File: config.mk
export PLATFORM = sky130hd
export DESIGN_NAME = pipe_stage_buf
export DESIGN_NICKNAME = d
export VERILOG_FILES = /design/src/rtl/pipe_stage_buf.sv
export SDC_FILE = /design/constraint.sdc
export NUM_CORES = 1
export LEC_CHECK = 0
export BUFFER_PORTS_ARGS = -buffer_cell sky130_fd_sc_hd__buf_2
export CORE_ASPECT_RATIO = 0.9
export CORE_UTILIZATION = 48
export DETAILED_ROUTE_END_ITERATION = 16
export PLACE_DENSITY = 0.71
export SLEW_MARGIN = 20
export SYNTH_ARGS = -nofsm -noshare
export SYNTH_HDL_FRONTEND = slang
export SYNTH_SLANG_ARGS = --single-unit
File: constraint.sdc
create_clock -name clk -period 1.85 [get_ports clk]
set_clock_uncertainty 0.15 [all_clocks]
set_input_delay 0.555 -clock clk [delete_from_list [all_inputs] [get_ports clk]]
set_output_delay 0.555 -clock clk [all_outputs]
set_load 0.02 [all_outputs]
File: src/rtl/pipe_stage_buf.sv
// rtl/pipe_stage_buf.sv - valid/ready pipeline stage register with a 2-entry skid buffer
// Define PIPE_STAGE_BUF_STATS_EN to add saturating stall/bubble/flush counters.
module pipe_stage_buf #(
  parameter int DATA_W = 64,
  parameter int CTRL_W = 16,
  parameter int CNT_W  = 16
) (
  input  logic              clk,
  input  logic              reset,
  input  logic              in_valid,
  input  logic [DATA_W-1:0] in_data,
  input  logic [CTRL_W-1:0] in_ctrl,
  output logic              in_ready,
  input  logic              flush,
  output logic              out_valid,
  output logic [DATA_W-1:0] out_data,
  output logic [CTRL_W-1:0] out_ctrl,
  input  logic              out_ready,
  output logic [1:0]        occupancy
`ifdef PIPE_STAGE_BUF_STATS_EN
  ,
  output logic [CNT_W-1:0]  stall_cnt,
  output logic [CNT_W-1:0]  bubble_cnt,
  output logic [CNT_W-1:0]  flush_cnt
`endif
);

  if (CNT_W < 1) begin : g_bad_cnt_w
    $error("pipe_stage_buf: CNT_W must be at least 1");
  end

  typedef enum logic [1:0] {
    S_EMPTY = 2'd0,
    S_ONE   = 2'd1,
    S_TWO   = 2'd2
  } state_t;

  state_t state, state_nxt;

  logic [DATA_W-1:0] main_data, skid_data;
  logic [CTRL_W-1:0] main_ctrl, skid_ctrl;

  logic fire_in, fire_out;
  logic load_main_in, load_main_skid, load_skid_in;

  assign fire_in  = in_valid & in_ready;
  assign fire_out = out_valid & out_ready;

  always_ff @(posedge clk) begin
    if (!reset) begin
      state <= S_EMPTY;
    end else begin
      state <= state_nxt;
    end
  end

  // A flush squashes everything, including an entry handshaken this cycle.
  always_comb begin
    state_nxt      = state;
    load_main_in   = 1'b0;
    load_main_skid = 1'b0;
    load_skid_in   = 1'b0;
    if (flush) begin
      state_nxt = S_EMPTY;
    end else begin
      case (state)
        S_EMPTY: begin
          if (fire_in) begin
            load_main_in = 1'b1;
            state_nxt    = S_ONE;
          end
        end
        S_ONE: begin
          if (fire_in && fire_out) begin
            load_main_in = 1'b1;
          end else if (fire_in) begin
            load_skid_in = 1'b1;
            state_nxt    = S_TWO;
          end else if (fire_out) begin
            state_nxt = S_EMPTY;
          end
        end
        S_TWO: begin
          if (fire_out) begin
            load_main_skid = 1'b1;
            state_nxt      = S_ONE;
          end
        end
        default: state_nxt = S_EMPTY;
      endcase
    end
  end

  // in_ready depends on state alone, so upstream never sees out_ready combinationally.
  always_comb begin
    in_ready  = 1'b1;
    out_valid = 1'b0;
    occupancy = 2'd0;
    case (state)
      S_ONE: begin
        out_valid = 1'b1;
        occupancy = 2'd1;
      end
      S_TWO: begin
        in_ready  = 1'b0;
        out_valid = 1'b1;
        occupancy = 2'd2;
      end
      default: ;
    endcase
  end

  always_ff @(posedge clk) begin
    if (!reset) begin
      main_data <= '0;
      main_ctrl <= '0;
      skid_data <= '0;
      skid_ctrl <= '0;
    end else begin
      if (load_main_in) begin
        main_data <= in_data;
        main_ctrl <= in_ctrl;
      end else if (load_main_skid) begin
        main_data <= skid_data;
        main_ctrl <= skid_ctrl;
      end
      if (load_skid_in) begin
        skid_data <= in_data;
        skid_ctrl <= in_ctrl;
      end
    end
  end

  // Bubbles carry a zero control word so downstream sees a NOP.
  assign out_data = main_data;
  assign out_ctrl = out_valid ? main_ctrl : '0;

`ifdef PIPE_STAGE_BUF_STATS_EN
  always_ff @(posedge clk) begin
    if (!reset) begin
      stall_cnt  <= '0;
      bubble_cnt <= '0;
      flush_cnt  <= '0;
    end else begin
      if (out_valid && !out_ready && (stall_cnt != '1)) begin
        stall_cnt <= stall_cnt + CNT_W'(1);
      end
      if (!out_valid && (bubble_cnt != '1)) begin
        bubble_cnt <= bubble_cnt + CNT_W'(1);
      end
      if (flush && (flush_cnt != '1)) begin
        flush_cnt <= flush_cnt + CNT_W'(1);
      end
    end
  end
`endif

endmodule

# Word level (Yosys, flattened, before mapping)

Cells that the tools add are included.

Logic and storage cells: 44
Bits in registers: 162
Memories: 0
Output and inout port bits: 84
Bits in writable memories: 0
Bits in latches: 0
Bits in read-only memories: 0

$add $sub $neg: 0
Divide/modulo/power cells: 0
Multiply operators: 0
Bitwise logic cells: 3
Shifts and indexed selects: 0
Equal/unequal tests: 6
Reduce and logical (&&, ||, !) cells: 6
Order comparisons: 0
Muxes and demuxes: 24

Operator list:

| operator                                                              | count |
|---|---|
| 64-bit two-way mux                                                    | 2 |
| 16-bit two-way mux                                                    | 3 |
| 1-bit two-way mux                                                     | 11 |
| 2-bit two-way mux                                                     | 5 |
| 2-bit inequality test, second input constant                          | 3 |
| 2-bit one-hot mux with 3 select lines                                 | 1 |
| 2-bit one-hot mux with 2 select lines                                 | 1 |
| 4-bit AND reduction                                                   | 1 |
| 2-bit OR reduction                                                    | 2 |
| 3-bit inequality test, second input constant                          | 1 |
| 1-bit bitwise AND                                                     | 2 |
| 2-bit by 1-bit equality test with 1-bit output, second input constant | 1 |
| 2-bit equality test, second input constant                            | 1 |
| 2-bit zero test                                                       | 1 |
| 1-bit one-hot mux with 2 select lines                                 | 1 |
| 2-bit nonzero test                                                    | 1 |
| 1-bit logical AND                                                     | 1 |
| 1-bit NOT                                                             | 1 |

# Logic depth before layout (Yosys ltp)

Gate-level depths: netlist of run 1.

Depth after elaboration: 9
Mapped depth: 8

# Worst setup path after synthesis of run 1

No wires, ideal clock.

Path type: register to output
Start: register state[0]
End: output out_ctrl[10]
Data required time: 1.145 ns
Stages on the path, launching flop included: 5
Buffers on the path: 1
Arrival: 1.402 ns
Setup slack: -0.257 ns
Cell sequence: dfxtp_1 -> inv_1 -> ha_1 -> clkbuf_1 -> and2_1

Word-level cells in the longest chain between the ends: 4
Elaborated cells on any way between the ends: 5
Those cells by class: eq/ne (2); mux (2); reduce/logical (1)

RTL lines:

| element                                                                                      | RTL line | RTL |
|---|---|---|
| start, declared                                                                              | 38       | `state_t state, state_nxt;` |
| start signal, assigned                                                                       | 53       | `state <= state_nxt;` |
| 2-bit equality test / 2-bit by 1-bit equality test with 1-bit output (equally long branches) | 99       | `case (state)` |
| 2-bit OR reduction (no line) *                                                               | n/a      |  |
| 1-bit two-way mux *                                                                          | 99       |  |
| via out_valid                                                                                | 15       | `output logic out_valid,` |
| 16-bit two-way mux *                                                                         | 136      | `assign out_ctrl = out_valid ? main_ctrl : '0;` |
| end, declared                                                                                | 17       | `output logic [CTRL_W-1:0] out_ctrl,` |

Mark *: on every way through the listed nets, which the timed path passes. The rest lies on a longest branch.

# Final worst setup path of run 1

Start: register state[0]
End: output out_ctrl[11]

Word-level cells in the longest chain between the ends: 4
Elaborated cells on any way between the ends: 5
Those cells by class: eq/ne (2); mux (2); reduce/logical (1)

RTL lines:

| element                                                                                      | RTL line |
|---|---|
| 2-bit equality test / 2-bit by 1-bit equality test with 1-bit output (equally long branches) | 99 |
| 2-bit OR reduction (no line) *                                                               | n/a |
| 1-bit two-way mux *                                                                          | 99 |
| 16-bit two-way mux *                                                                         | 136 |

Every way passes the cells marked *; elsewhere a longest branch is shown, timed or not.

==> metrics, run 1 <==
antenna violations before repair 0; clk sink count 162; combinational share of power 15.2%; Seq/Total Area, Yosys 45.6%; CP Capture Point out_ctrl[11]; core footprint 14,300 µm²; row count 41; post-DR vias/cell 5.23; worst skew pair latency 0.44 ns; Syn Nets 841; Max Slew Vio Count 0; first-pass GRT wire length 30.9 mm; hold bufs inserted after CTS 0; clk buf depth 2; top post-synthesis cells by count 243 x nand2_1, 162 x dfxtp_1, 83 x mux2i_1; critical path launch point type register; area grow syn2layout 50.5%; Critical Path AT 1.55 ns; max_cap viols 0; crit end category output pin; status finished with violations; Post-DP HPWL 10.2 mm; Pint 0.00625 W; Final GP Congestion 0.703; sw power 0.00216 W; largest net degree at the start of global routing 92; vias 6,155; residual DRC count 0; drt total wl 20.5 mm; vias in the first global route 5,932; failing checks setup timing; worst stage delay on the critical path 0.35 ns; Final min period 2.26 ns; Critical Path Source state[0]$_SDFFE_PP0P_; Worst slew margin 75.2%; Yosys cell types 24; Worst Path Buf+Inv 3; Setup CP Type reg2out; Worst Path Max Fanout 8; Initial Util 49.9%; final setup margin -0.407 ns; GRT Residual Overflow 0; Hold/Removal Path Class in2reg; Critical Path Stages 5; setup_tns -47.84 ns; R2R Path End out_data[5]$_SDFFE_PN0P_; Total Routing Usage GR 26.5%; Final setup viols 182; Root Driver clkbuf_16; EDFF count, synth 0; # diodes 0; Synth Warn # 0; r2r startpoint state[0]$_SDFFE_PP0P_; CTS tree built; Place WS -0.0746 ns; CP cell instances inv_4 -> ha_4 -> buf_16 -> and2_4 -> buf_6; clock transition at the registers of the reported paths 0.06 ns; post-layout util 75.0%; synthesized instance count 751; Detailed Routing Iterations Pass 1 4; htree depth 4; share of cells above drive strength 1 44.0%; fmax 443 MHz; pwr dens 786 nW/µm²; Synth async-reset ratio 0%; Seq cells post-synth 162; peak supply drop 0.799 mV; Power Total 0.00841 W; drt wl/cell 17.4 µm; sequential power share 44.5%; cell taking the most area after synthesis dfxtp_1; antenna-violating nets left 0; Post-Layout Inst Area 10,700 µm²; syn avg cell area 9.47 µm²; area share of the largest cell type after synthesis 45.6%; RSZ-0062 raised after global routing true; Die Y 117 µm; PortBufs 168; layout net count 1,061; DP Area 8400 µm²; Clock power frac 40.3%; R2R depth 12; slew at the pin with the worst max-slew slack 0.372 ns; Post-synth top flop dfxtp_1; r2r setup slk -0.33 ns; slowest library cell on the worst path dfxtp_2; Die W 130 µm; fin crit share 122%; worst path required time 1.14 ns; leakage power figure 5.88 nW; family with the most delay on the worst path flip-flops; Sw Share 25.7%; DR iter-0 viols 338; synthesized area 7110 µm²; most common cell in the synthesized netlist nand2_1; CTS buffer count 17; largest cells by area after synthesis dfxtp_1 46%, nand2_1 13%, mux2i_1 12%; die area 15,300 µm²; Fin. Hold Viols 0; # IOs 169
## how the worst min path moves through the flow
stage	startpoint	endpoint	slack, ns	cells after the start
2_1_floorplan	skid_ctrl[0]$_SDFFE_PN0P_	skid_ctrl[0]$_SDFFE_PN0P_	0.28	2
3_3_place_gp	skid_ctrl[0]$_SDFFE_PN0P_	skid_ctrl[0]$_SDFFE_PN0P_	0.29	2
3_5_place_dp	skid_data[55]$_SDFFE_PN0P_	skid_data[55]$_SDFFE_PN0P_	0.29	2
4_1_cts	in_data[23]	skid_data[23]$_SDFFE_PN0P_	0.21	3
5_1_grt	in_data[59]	skid_data[59]$_SDFFE_PN0P_	0.21	3
6_report	in_data[14]	skid_data[14]$_SDFFE_PN0P_	0.21	3
## tightest hold or removal path: stages
cell	delay (ns)
buf_2	0.10
nand2_1	0.04
a21boi_1	0.05
## sequential cells by signal, summed over array words and instances (netlist names)
| signal | cells |
|---|---|
| main_ctrl | 16 |
| out_data | 64 |
| skid_ctrl | 16 |
| skid_data | 64 |
| state | 2 |
## stage by stage
stage                     std cells  hold WS (ns)
final                          1177         0.208
after global routing           1177         0.215
after CTS                      1182         0.206
after detailed placement       1090         0.294
after global placement         1090         0.291
after floorplan                 751         0.284
## layout make-up
type | count | area (µm²)
multi-input cells | 522 | 3970
fillers | 1043 | 3560
flip-flops and latches | 162 | 3250
repair buffers | 263 | 2650
clock buffers | 22 | 484
well taps | 193 | 241
clock inverters | 10 | 82.6
inverters | 5 | 23.8
## cells in the final DEF, fill, tap and decap left out, types with 2 or more instances in the layout
master,instances
dfxtp_1,160
nand2_1,158
buf_2,147
mux2i_1,82
o211a_1,80
nand2_2,59
a21boi_1,58
buf_12,35
buf_6,34
nand2_4,26
a21boi_2,22
clkbuf_16,22
buf_4,20
buf_16,18
and2_4,16
clkinv_2,6
ha_4,4
clkbuf_8,4
buf_8,4
clkinvlp_4,3
inv_4,2
nor2b_1,2
inv_1,2
dfxtp_2,2
## power groups by stage
stage	Sequential, W	Combinational [W]	Clock, W
6_report	0.00374	0.00128	0.00339
5_1_grt	0.00376	0.00137	0.00360
4_1_cts	0.00374	0.00122	0.00343
3_5_place_dp	0.00381	0.00103	0
3_3_place_gp	0.00380	0.00103	0
2_1_floorplan	0.00393	0.000531	0
## repair_timing
action | in CTS | in global routing
cloned | 22 | 6
setup endpoints to repair | 173 | 182
pin swaps | 76 | 56
buffers inserted | 39 | 2
gates resized for setup | 136 | 116
## layer usage
| layer | GRT usage, % | wire, µm | up-vias |
|---|---|---|---|
| li1 | - | - | 3015 |
| met1 | 32.4 | 8700 | 2943 |
| met2 | 43.3 | 9990 | 171 |
| met3 | 9.41 | 1500 | 26 |
| met4 | 7.63 | 326 | 0 |
| met5 | 0 | 0 | - |
## cells by family (layout without fill, tap and decap cells)
family / after synthesis / in the layout / synth area share (%)
AND/OR/NAND/NOR: 270 / 270 / 15.3
AO/OA/AOI/OAI: 164 / 164 / 20.3
flip-flops: 162 / 162 / 45.6
multiplexers: 83 / 83 / 11.7
buffers and inverters: 67 / 300 / 6.23
adder cells (fa/ha/maj): 5 / 5 / 0.880
No activity file was read; power rests on OpenSTA's default activity.
==> inputs of run 2 (changes only) <==
--- a/config.mk
+++ b/config.mk
@@ -7,9 +7,9 @@
 export LEC_CHECK = 0
 export BUFFER_PORTS_ARGS = -buffer_cell sky130_fd_sc_hd__buf_2
 export CORE_ASPECT_RATIO = 0.9
-export CORE_UTILIZATION = 48
+export CORE_UTILIZATION = 41
 export DETAILED_ROUTE_END_ITERATION = 16
-export PLACE_DENSITY = 0.71
+export PLACE_DENSITY = 0.62
 export SLEW_MARGIN = 20
 export SYNTH_ARGS = -nofsm -noshare
 export SYNTH_HDL_FRONTEND = slang
==> run 2 against run 1 <==
The flow still finishes with violations (setup timing); critical path depth did not move; global-route usage decreased by 4.0 points; flip-flop and latch count unchanged; first-iteration DRC count decreased by 14%; via count increased by 2.1%; combinational power grew 14%.
==> metrics, run 2 (synthesis gave the netlist of run 1 again) <==
DR iter-0 viols 291 (-14%); Total Routing Usage GR 22.4% (-4.0 points); worst stage delay on the critical path 0.34 ns (about the same); Setup CP Type reg2out; worst skew pair latency 0.42 ns (-0.02 ns); Max Slew Vio Count 0 (unchanged); vias in the first global route 5,929 (-0.051%); CP cell instances inv_2 -> ha_4 -> buf_12 -> and2_2 -> buf_6; largest net degree at the start of global routing 88 (-4.3%); Final GP Congestion 0.751 (+6.9%); Die W 141 µm (+8.1%); leakage power figure 5.94 nW (+1.0%); Worst slew margin 75.9% (+0.76 points); GRT Residual Overflow 0 (unchanged); commonest non-fill, non-tap cell in the layout nand2_1; Fill cells 1,396 (+34%); PortBufs 168 (unchanged); antenna-violating nets left 0 (unchanged); Post-Layout Inst Area 10,800 µm² (+0.63%); htree depth 4 (unchanged); Root Driver clkbuf_16; Highest Signal Layer met4; Die Y 127 µm (+8.1%); most frequent cells in the layout 238 x nand2_1, 160 x dfxtp_1, 148 x buf_2, 81 x mux2i_1, 80 x o211a_1; Worst Path Buf+Inv 3 (unchanged); area grow syn2layout 51.4%; status finished with violations; Worst Path Max Fanout 17 (+9); # diodes 0 (unchanged); antenna violations before repair 0 (unchanged); CTS buffer count 17 (unchanged); max_cap viols 0 (unchanged); Final setup viols 139 (-24%); hold bufs inserted after CTS 0 (unchanged); drt wl/cell 18.9 µm (+8.3%); clk sink count 162 (unchanged); DP Area 8330 µm² (-0.77%); Detailed Routing Iterations Pass 1 4 (unchanged); setup_tns -30.22 ns (+17.62 ns); final setup margin -0.402 ns (+0.00552 ns); core footprint 16,900 µm² (+18%); share of cells above drive strength 1 35.1% (-8.9 points); die area 17,900 µm² (+17%); WL met1 10.2 mm (+17%); failing checks setup timing; post-DR vias/cell 5.18 (-1.0%); residual DRC count 0 (unchanged); CTS tree built; clock transition at the registers of the reported paths 0.06 ns (about the same); RSZ-0062 raised after global routing true; first-pass GRT wire length 31.0 mm (+0.54%); fin crit share 122% (-0.30 points); met3 WL 1.31 mm (-13%); Critical Path AT 1.55 ns (about the same); drt total wl 22.9 mm (+12%); Post-DP HPWL 10.5 mm (+3.3%); Fin. Hold Viols 0 (unchanged); # IOs 169 (unchanged); peak supply drop 0.852 mV (+6.7%); pwr dens 830 nW/µm² (+5.6%); fmax 444 MHz (+0.25%); clk buf depth 2 (unchanged); hold_ws 0.226 ns (+0.0179 ns); layout net count 1,080 (+1.8%); family with the most delay on the worst path flip-flops; slowest library cell on the worst path dfxtp_2; row count 45 (+9.8%); slew at the pin with the worst max-slew slack 0.361 ns (-0.0114 ns); vias 6,283 (+2.1%); critical path launch point type register; Final min period 2.25 ns (-0.00552 ns); crit end category output pin; worst path required time 1.14 ns (about the same); met2 WL post-DR 11.1 mm (+11%); Initial Util 42.1% (-7.8 points); Hold/Removal Path Class in2reg
run 2: cell types whose count changed in the layout (fill, tap and decap cells not counted), sizes merged:
cell / previous run / this run
clkinvlp: 3 / 4
inv: 5 / 7
clkbuf: 27 / 38
clkinv: 6 / 2
bufinv: 1 / 4
bufbuf: 0 / 1
buf: 258 / 263
run 2: area by class of cell:
class | instances | area (µm²) | share of cell area [%]
Multi-Input combinational cell | 522 | 3570 | 33.1
Tap cell | 211 | 264 | 2.45
Inverter | 5 | 21.3 | 0.198
Clock inverter | 12 | 181 | 1.69
Sequential cell | 162 | 3250 | 30.2
Timing Repair Buffer | 282 | 3050 | 28.3
Clock buffer | 20 | 437 | 4.06
run 2: worst paths after layout:
check	endpoint	slack, ns	cells past startpoint	start
worst max register to register	out_data[35]$_SDFFE_PN0P_	-0.40	11	state[1]$_SDFFE_PP0P_
worst min-delay path	skid_data[63]$_SDFFE_PN0P_	0.23	3	in_data[63]
worst min register to register	skid_data[5]$_SDFFE_PN0P_	0.30	2	skid_data[5]$_SDFFE_PN0P_
worst max-delay path	out_ctrl[6]	-0.40	5	state[1]$_SDFFE_PP0P_
run 2: per-layer routing:
layer	global-route usage (%)	vias up
li1	-	3056
met1	27.2	3017
met2	38.4	185
met3	6.46	25
met4	7.03	0
met5	0	-
run 2: timing repair:
item	CTS	global route
buffers inserted	34	11
resized for setup	94	42
pin swaps	6	17
cloned	21	26
setup endpoints to repair	95	182
run 2: power by group:
part	leakage, nW	total [W]	switching, W	internal (W)
registers	1.32	0.00374	0.0000839	0.00365
logic	4.33	0.00146	0.000707	0.000750
clock network	0.287	0.00375	0.00148	0.00227
total	5.94	0.00894	0.00227	0.00667
run 2: through the flow:
step	util [%]	power, W	std cells	setup WS (ns)
floorplan	-	0.00446	751	0.00932
CTS	60.1	0.00889	1188	-0.403
global placement	49.3	0.00482	1103	-0.0763
global route	63.7	0.00927	1214	-0.451
detailed placement	49.3	0.00482	1103	-0.104
finish	63.7	0.00894	1214	-0.402
run 2: tightest hold or removal path: cells and delay by family:
kind / cells / cell delay, ns
buffers and inverters: 1 / 0.10
and+or+nand+nor: 1 / 0.05
AOI/OAI and AO/OA: 1 / 0.05
